File: config.mk
export PLATFORM = sky130hd
export DESIGN_NAME = mux_stream_arb
export DESIGN_NICKNAME = d
export VERILOG_FILES = /design/src/rtl/mux_stream_arb_pkg.sv /design/src/rtl/mux_stream_arb_rr_arbiter.sv /design/src/rtl/mux_stream_arb.sv
export SDC_FILE = /design/constraint.sdc
export NUM_CORES = 1
export LEC_CHECK = 0
export CAP_MARGIN = 5
export CELL_PAD_IN_SITES_DETAIL_PLACEMENT = 0
export CELL_PAD_IN_SITES_GLOBAL_PLACEMENT = 1
export CORE_ASPECT_RATIO = 1.75
export CORE_UTILIZATION = 34
export CTS_BUF_LIST = sky130_fd_sc_hd__clkbuf_4
export CTS_CLUSTER_SIZE = 10
export DETAILED_ROUTE_END_ITERATION = 8
export PLACE_DENSITY_LB_ADDON = 0.1
export SKIP_LAST_GASP = 1
export SLEW_MARGIN = 20
export SYNTH_ARGS = -nofsm -noshare
export SYNTH_HDL_FRONTEND = slang
export SYNTH_SLANG_ARGS = --single-unit
File: constraint.sdc
create_clock -name clk -period 5 [get_ports clk]
set_input_delay 0.75 -clock clk [delete_from_list [all_inputs] [get_ports clk]]
set_output_delay 0.75 -clock clk [all_outputs]
set_load 0.02 [all_outputs]
File: src/rtl/mux_stream_arb_pkg.sv
// Shared stream-block definitions: mode encoding and index helpers used by
// the stream multiplexer and its round-robin arbiter.
package mux_stream_arb_pkg;

    localparam logic MODE_SELECT      = 1'b0;
    localparam logic MODE_ROUND_ROBIN = 1'b1;

    typedef enum logic {
        STREAM_MODE_SELECT      = 1'b0,
        STREAM_MODE_ROUND_ROBIN = 1'b1
    } stream_mode_e;

    // Channel index reached by stepping `offset` places past `base`, modulo n.
    function automatic int wrap_idx(input int base, input int offset, input int n);
        return (base + offset) % n;
    endfunction

endpackage

File: src/rtl/mux_stream_arb_rr_arbiter.sv
// Combinational round-robin arbiter: grants the first requester after `last`,
// wrapping modulo N. The pointer register belongs to the caller.
module rr_arbiter
    import mux_stream_arb_pkg::*;
#(
    parameter int N = 8
) (
    input  logic [N-1:0]         request,
    input  logic [$clog2(N)-1:0] last,
    input  logic                 enable,
    output logic [N-1:0]         grant_onehot,
    output logic [$clog2(N)-1:0] grant_idx,
    output logic                 grant_any
);

    localparam int SEL_W = $clog2(N);

    always_comb begin
        int idx;
        idx          = 0;
        grant_onehot = '0;
        grant_idx    = '0;
        grant_any    = 1'b0;
        if (enable) begin
            // Offset N revisits `last` itself, so a lone requester can be regranted.
            for (int k = 1; k <= N; k++) begin
                idx = wrap_idx(int'(last), k, N);
                if (!grant_any && request[idx]) begin
                    grant_any         = 1'b1;
                    grant_onehot[idx] = 1'b1;
                    grant_idx         = SEL_W'(idx);
                end
            end
        end
    end

endmodule

File: src/rtl/mux_stream_arb.sv
// Registered N-channel valid/ready stream multiplexer with software-select or
// round-robin channel choice feeding one shared consumer.
module mux_stream_arb
    import mux_stream_arb_pkg::*;
#(
    parameter int WIDTH    = 8,
    parameter int CHANNELS = 8
) (
    input  logic                        clk,
    input  logic                        rst_n,
    input  logic [CHANNELS*WIDTH-1:0]   in_data,
    input  logic [CHANNELS-1:0]         in_valid,
    output logic [CHANNELS-1:0]         in_ready,
    input  logic                        mode,
    input  logic [$clog2(CHANNELS)-1:0] sel,
    output logic [WIDTH-1:0]            out_data,
    output logic [$clog2(CHANNELS)-1:0] out_chan,
    output logic                        out_valid,
    input  logic                        out_ready
);

    localparam int SEL_W = $clog2(CHANNELS);

    logic                load;
    logic                arb_en;
    logic                sel_hit;
    logic [CHANNELS-1:0] sel_onehot;
    logic [CHANNELS-1:0] rr_onehot;
    logic [SEL_W-1:0]    rr_idx;
    logic                rr_any;
    logic                grant_any;
    logic [SEL_W-1:0]    grant_idx;
    logic [CHANNELS-1:0] grant_onehot;
    logic [WIDTH-1:0]    grant_data;
    logic [SEL_W-1:0]    last;

    assign load   = !out_valid || out_ready;
    assign arb_en = rst_n && load && (mode == MODE_ROUND_ROBIN);

    rr_arbiter #(
        .N (CHANNELS)
    ) u_rr_arbiter (
        .request      (in_valid),
        .last         (last),
        .enable       (arb_en),
        .grant_onehot (rr_onehot),
        .grant_idx    (rr_idx),
        .grant_any    (rr_any)
    );

    // Comparing against every legal index means an out-of-range sel never matches.
    always_comb begin
        sel_hit    = 1'b0;
        sel_onehot = '0;
        for (int i = 0; i < CHANNELS; i++) begin
            if ((int'(sel) == i) && in_valid[i]) begin
                sel_hit       = 1'b1;
                sel_onehot[i] = 1'b1;
            end
        end
    end

    always_comb begin
        grant_any    = 1'b0;
        grant_idx    = '0;
        grant_onehot = '0;
        if (rst_n && load) begin
            if (mode == MODE_SELECT) begin
                grant_any    = sel_hit;
                grant_idx    = sel;
                grant_onehot = sel_onehot;
            end else begin
                grant_any    = rr_any;
                grant_idx    = rr_idx;
                grant_onehot = rr_onehot;
            end
        end
    end

    assign in_ready = grant_onehot;

    always_comb begin
        grant_data = '0;
        for (int i = 0; i < CHANNELS; i++) begin
            if (grant_onehot[i]) begin
                grant_data = in_data[i*WIDTH +: WIDTH];
            end
        end
    end

    // Output stage; `last` resets to the top channel so channel 0 wins first.
    always_ff @(posedge clk) begin
        if (!rst_n) begin
            out_valid <= 1'b0;
            out_data  <= '0;
            out_chan  <= '0;
            last      <= SEL_W'(CHANNELS - 1);
        end else if (load) begin
            if (grant_any) begin
                out_valid <= 1'b1;
                out_data  <= grant_data;
                out_chan  <= grant_idx;
                last      <= grant_idx;
            end else begin
                out_valid <= 1'b0;
            end
        end
    end

endmodule

==> impl_results.md <==
* Final Hold Vio Count at 0
* XOR/XNOR Fraction of Synth Area at 1.22%
* Worst path required time at 4.25 ns
* Hold path start: out_chan[1]$_SDFFE_PN0P_
* Main combinational cell family by area after synthesis: compound AO/OA/AOI/OAI gates
* Adder-Cell Fraction of Synth Area at 2.62%
* Clk_lat worst skew at 0.28 ns
* Syn_nets at 429
* Peak fanout along the critical path at 11
* Top_reg_cell synth: dfxtp_1
* NumNets Final at 554
* Critical path startpoint category: primary input
* Yosys reg bits at 15
* Hold Path End: out_chan[1]$_SDFFE_PN0P_
* Worst vdd ir at 0.000113 V
* Final worst-path cycle share at 97.2%
* Max Clock Freq at 206 MHz
* WHS Path Cells at 2
* Max cap viols at 0
* H-tree depth at 1
* CTS Hold Buffers Added at 0
* Layout area overhead at 47.9%
* Register area share after synthesis at 10.5%
* DRC Markers at 0
* Num CTS Buffers at 3
* Drt first pass iters at 7
* Clock transition at the registers of the reported paths at 0.10 ns
* GR Util All Layers at 30.6%
* Post-synth EDFFs at 0
* Simple-gate share of the synthesized area at 23.3%
* Setup violations, final at 0
* Setup TNS at 0 ns
* Worst Hold Class: flop to flop
* CTS tree: yes
* Max-slew violation count at 0
* Starting Density at 34.7%
* ANT nets after route at 0
* Clock tree buffer depth at 2
* Vias at 3,667
* Final WL at 13.1 mm
* Row count at 44
* Leak pwr at 0.00150 uW
* Top Ports at 99
* Final core occ at 51.4%
* Antenna cells at 0
* Flop2flop setup slack at 0.98 ns
* Placer Congestion at 0.940
* Cell area after synthesis at 2870 um2
* Skew final at 0.0111 ns
* Port buffer count at 98
* Largest net degree at the start of global routing at 33
* Total grt overflow at 0
* Crit. End Element: output port
* Pwr dens at 212 nW/um2
* Cell count after synthesis at 344
* Reg-to-Reg Start: last[1]$_SDFFE_PN1P_
* Global-route wire length before repair at 20.3 mm
* Synth unique cells at 69
* Status: finished, final reports clean
* CP Class: primary input to output port
* Worst slew pin tran at 0.783 ns
* RR Endpoint: out_data[5]$_SDFFE_PN0P_
* Post-synth ARST share at 0%
* Vias per cell at 6.55
* Root Buffer: clkbuf_4
* Routed WL per cell at 23.3 um
* Die area at 8820 um2
* Iteration-0 DRC Markers at 331
* Worst Reg-to-Reg Cells at 13
* Clk sinks at 15
* Crit path DAT at 4.11 ns
* Core Region at 8260 um2
* Yosys warns at 0
* Die H at 123 um
* Share of layout cells above drive strength 1 at 19.9%
* Unrepaired setup endpoints after global routing: false
* Syn avg cell area at 8.34 um2
* Multiplexer share of the synthesized area at 23.3%
* Minimum clock period at 4.86 ns
* Die Width at 71.4 um
* Dpl hpwl at 10.7 mm
* Worst slew margin at 47.6%
* Vias in the first global route at 3,790
* Initial antenna violation count at 0
* Post-synthesis compound-gate area fraction at 32.8%
## flip-flops by register name, indices dropped and copies added, names as in the netlist
signal / flops
out_data: 8
last: 3
out_chan: 3
out_valid: 1
## repair_timing
item / 4_1_cts / 5_1_grt
endpoints found under the setup margin: 0 / 6
gates resized for setup: 0 / 2
buffers inserted: 0 / 2
## synthesized netlist by cell type, types with 3 or more instances
cell / instances / area share (%)
a211oi_1: 3 / 0.79
a21oi_1: 9 / 1.6
a221o_1: 8 / 2.8
a22o_1: 8 / 2.4
a311oi_1: 9 / 2.7
a31oi_1: 9 / 2.0
a41oi_1: 3 / 0.92
and3_1: 5 / 1.1
buf_2: 12 / 2.1
clkbuf_1: 12 / 1.6
dfxtp_1: 15 / 10
ha_1: 6 / 2.6
inv_1: 14 / 1.8
mux2_2: 6 / 2.4
mux2i_1: 13 / 4.5
mux4_2: 16 / 13
nand2_1: 16 / 2.1
nand2b_1: 10 / 2.2
nand3_1: 14 / 2.4
nand4_1: 5 / 1.1
nor2_1: 31 / 4.1
nor2b_1: 4 / 0.87
nor3_1: 6 / 1.0
nor4_1: 6 / 1.3
nor4b_1: 3 / 0.92
o2111ai_1: 10 / 3.1
o211ai_1: 3 / 0.79
o21ai_0: 22 / 3.8
o221ai_1: 11 / 3.4
or4_1: 4 / 1.0
## per-layer routing
layer  GRT usage (%)  part of all wire (%)  vias to the layer above
li1                -                     -                     1658
met1            29.5                    32                     1741
met2            60.8                    56                      210
met3            2.61                   5.0                       58
met4            18.9                   6.7                        0
met5               0                     0                        -
## worst max-delay path, stage by stage
cell and delay (ns):
clkdlybuf4s50_1 0.61, mux4_2 0.64, buf_4 0.20, or3b_2 0.45, nor4_2 0.25, nor2b_1 0.18
a211oi_1 0.06, a211oi_2 0.30, clkdlybuf4s50_1 0.66
## worst max-delay path by stage
stage                                     from           to  slack, ns  cells past startpoint
after global routing               in_valid[5]  in_ready[2]       0.03                     10
after CTS                          in_valid[5]  in_ready[1]       0.11                      8
after floorplan           last[0]$_SDFFE_PN1P_  in_ready[3]       0.51                     13
after detailed placement           in_valid[5]  in_ready[1]       0.12                      8
final                              in_valid[5]  in_ready[1]       0.14                      9
after global placement             in_valid[5]  in_ready[5]       0.17                      9
## placed cells by master, fill, tap and decap left out, types with 3 or more instances in the layout
cell type / instances
clkdlybuf4s50_1: 97
buf_4: 49
nor2_1: 31
o21ai_0: 22
mux4_2: 17
nand2_1: 16
dfxtp_1: 15
inv_1: 14
nand3_1: 14
mux2i_1: 13
o221ai_1: 11
nand2b_1: 10
o2111ai_1: 10
a31oi_1: 9
a21oi_1: 9
a311oi_1: 9
a221o_1: 8
a22o_1: 8
mux2_2: 6
nor3_1: 6
nor4_1: 6
ha_1: 6
nand4_1: 5
and3_1: 5
or4_1: 4
nor2b_1: 4
nor4b_1: 3
a41oi_1: 3
o211ai_1: 3
clkbuf_4: 3
## kinds of logic after synthesis
kind of cell,after synthesis
DFF,15
and+or+nand+nor,118
adders and majority gates,6
muxes,40
buffers and inverters,42
xor gates and xnor gates,4
AOI/OAI and AO/OA,119
## per-stage QoR
step / hold slack (ns) / worst slack [ns] / cell area, um2 / instances / power (uW)
global placement: 0.511 / 0.172 / 4200 / 554 / 822
finish: 0.537 / 0.142 / 4240 / 560 / 901
global route: 0.584 / 0.0258 / 4240 / 560 / 952
detailed placement: 0.525 / 0.120 / 4200 / 554 / 816
CTS: 0.553 / 0.106 / 4230 / 558 / 890
floorplan: 0.605 / 0.511 / 2870 / 344 / 522
## power breakdown
part	total (uW)	leakage [uW]	internal (uW)	switching, uW
clock	70.3	0.0000139	30.3	40.0
sequential	140	0.000124	132	7.61
combinational	690	0.00137	309	381
## final cells by class
class	instances	area, um2
clock buffers	3	22.5
flip-flops and latches	15	300
multi-input cells	287	2390
well taps	92	115
repair buffers	147	1350
inverters	15	56.3
clock inverters	1	7.51
fillers	818	4020
No activity file was read; power rests on OpenSTA's default activity.
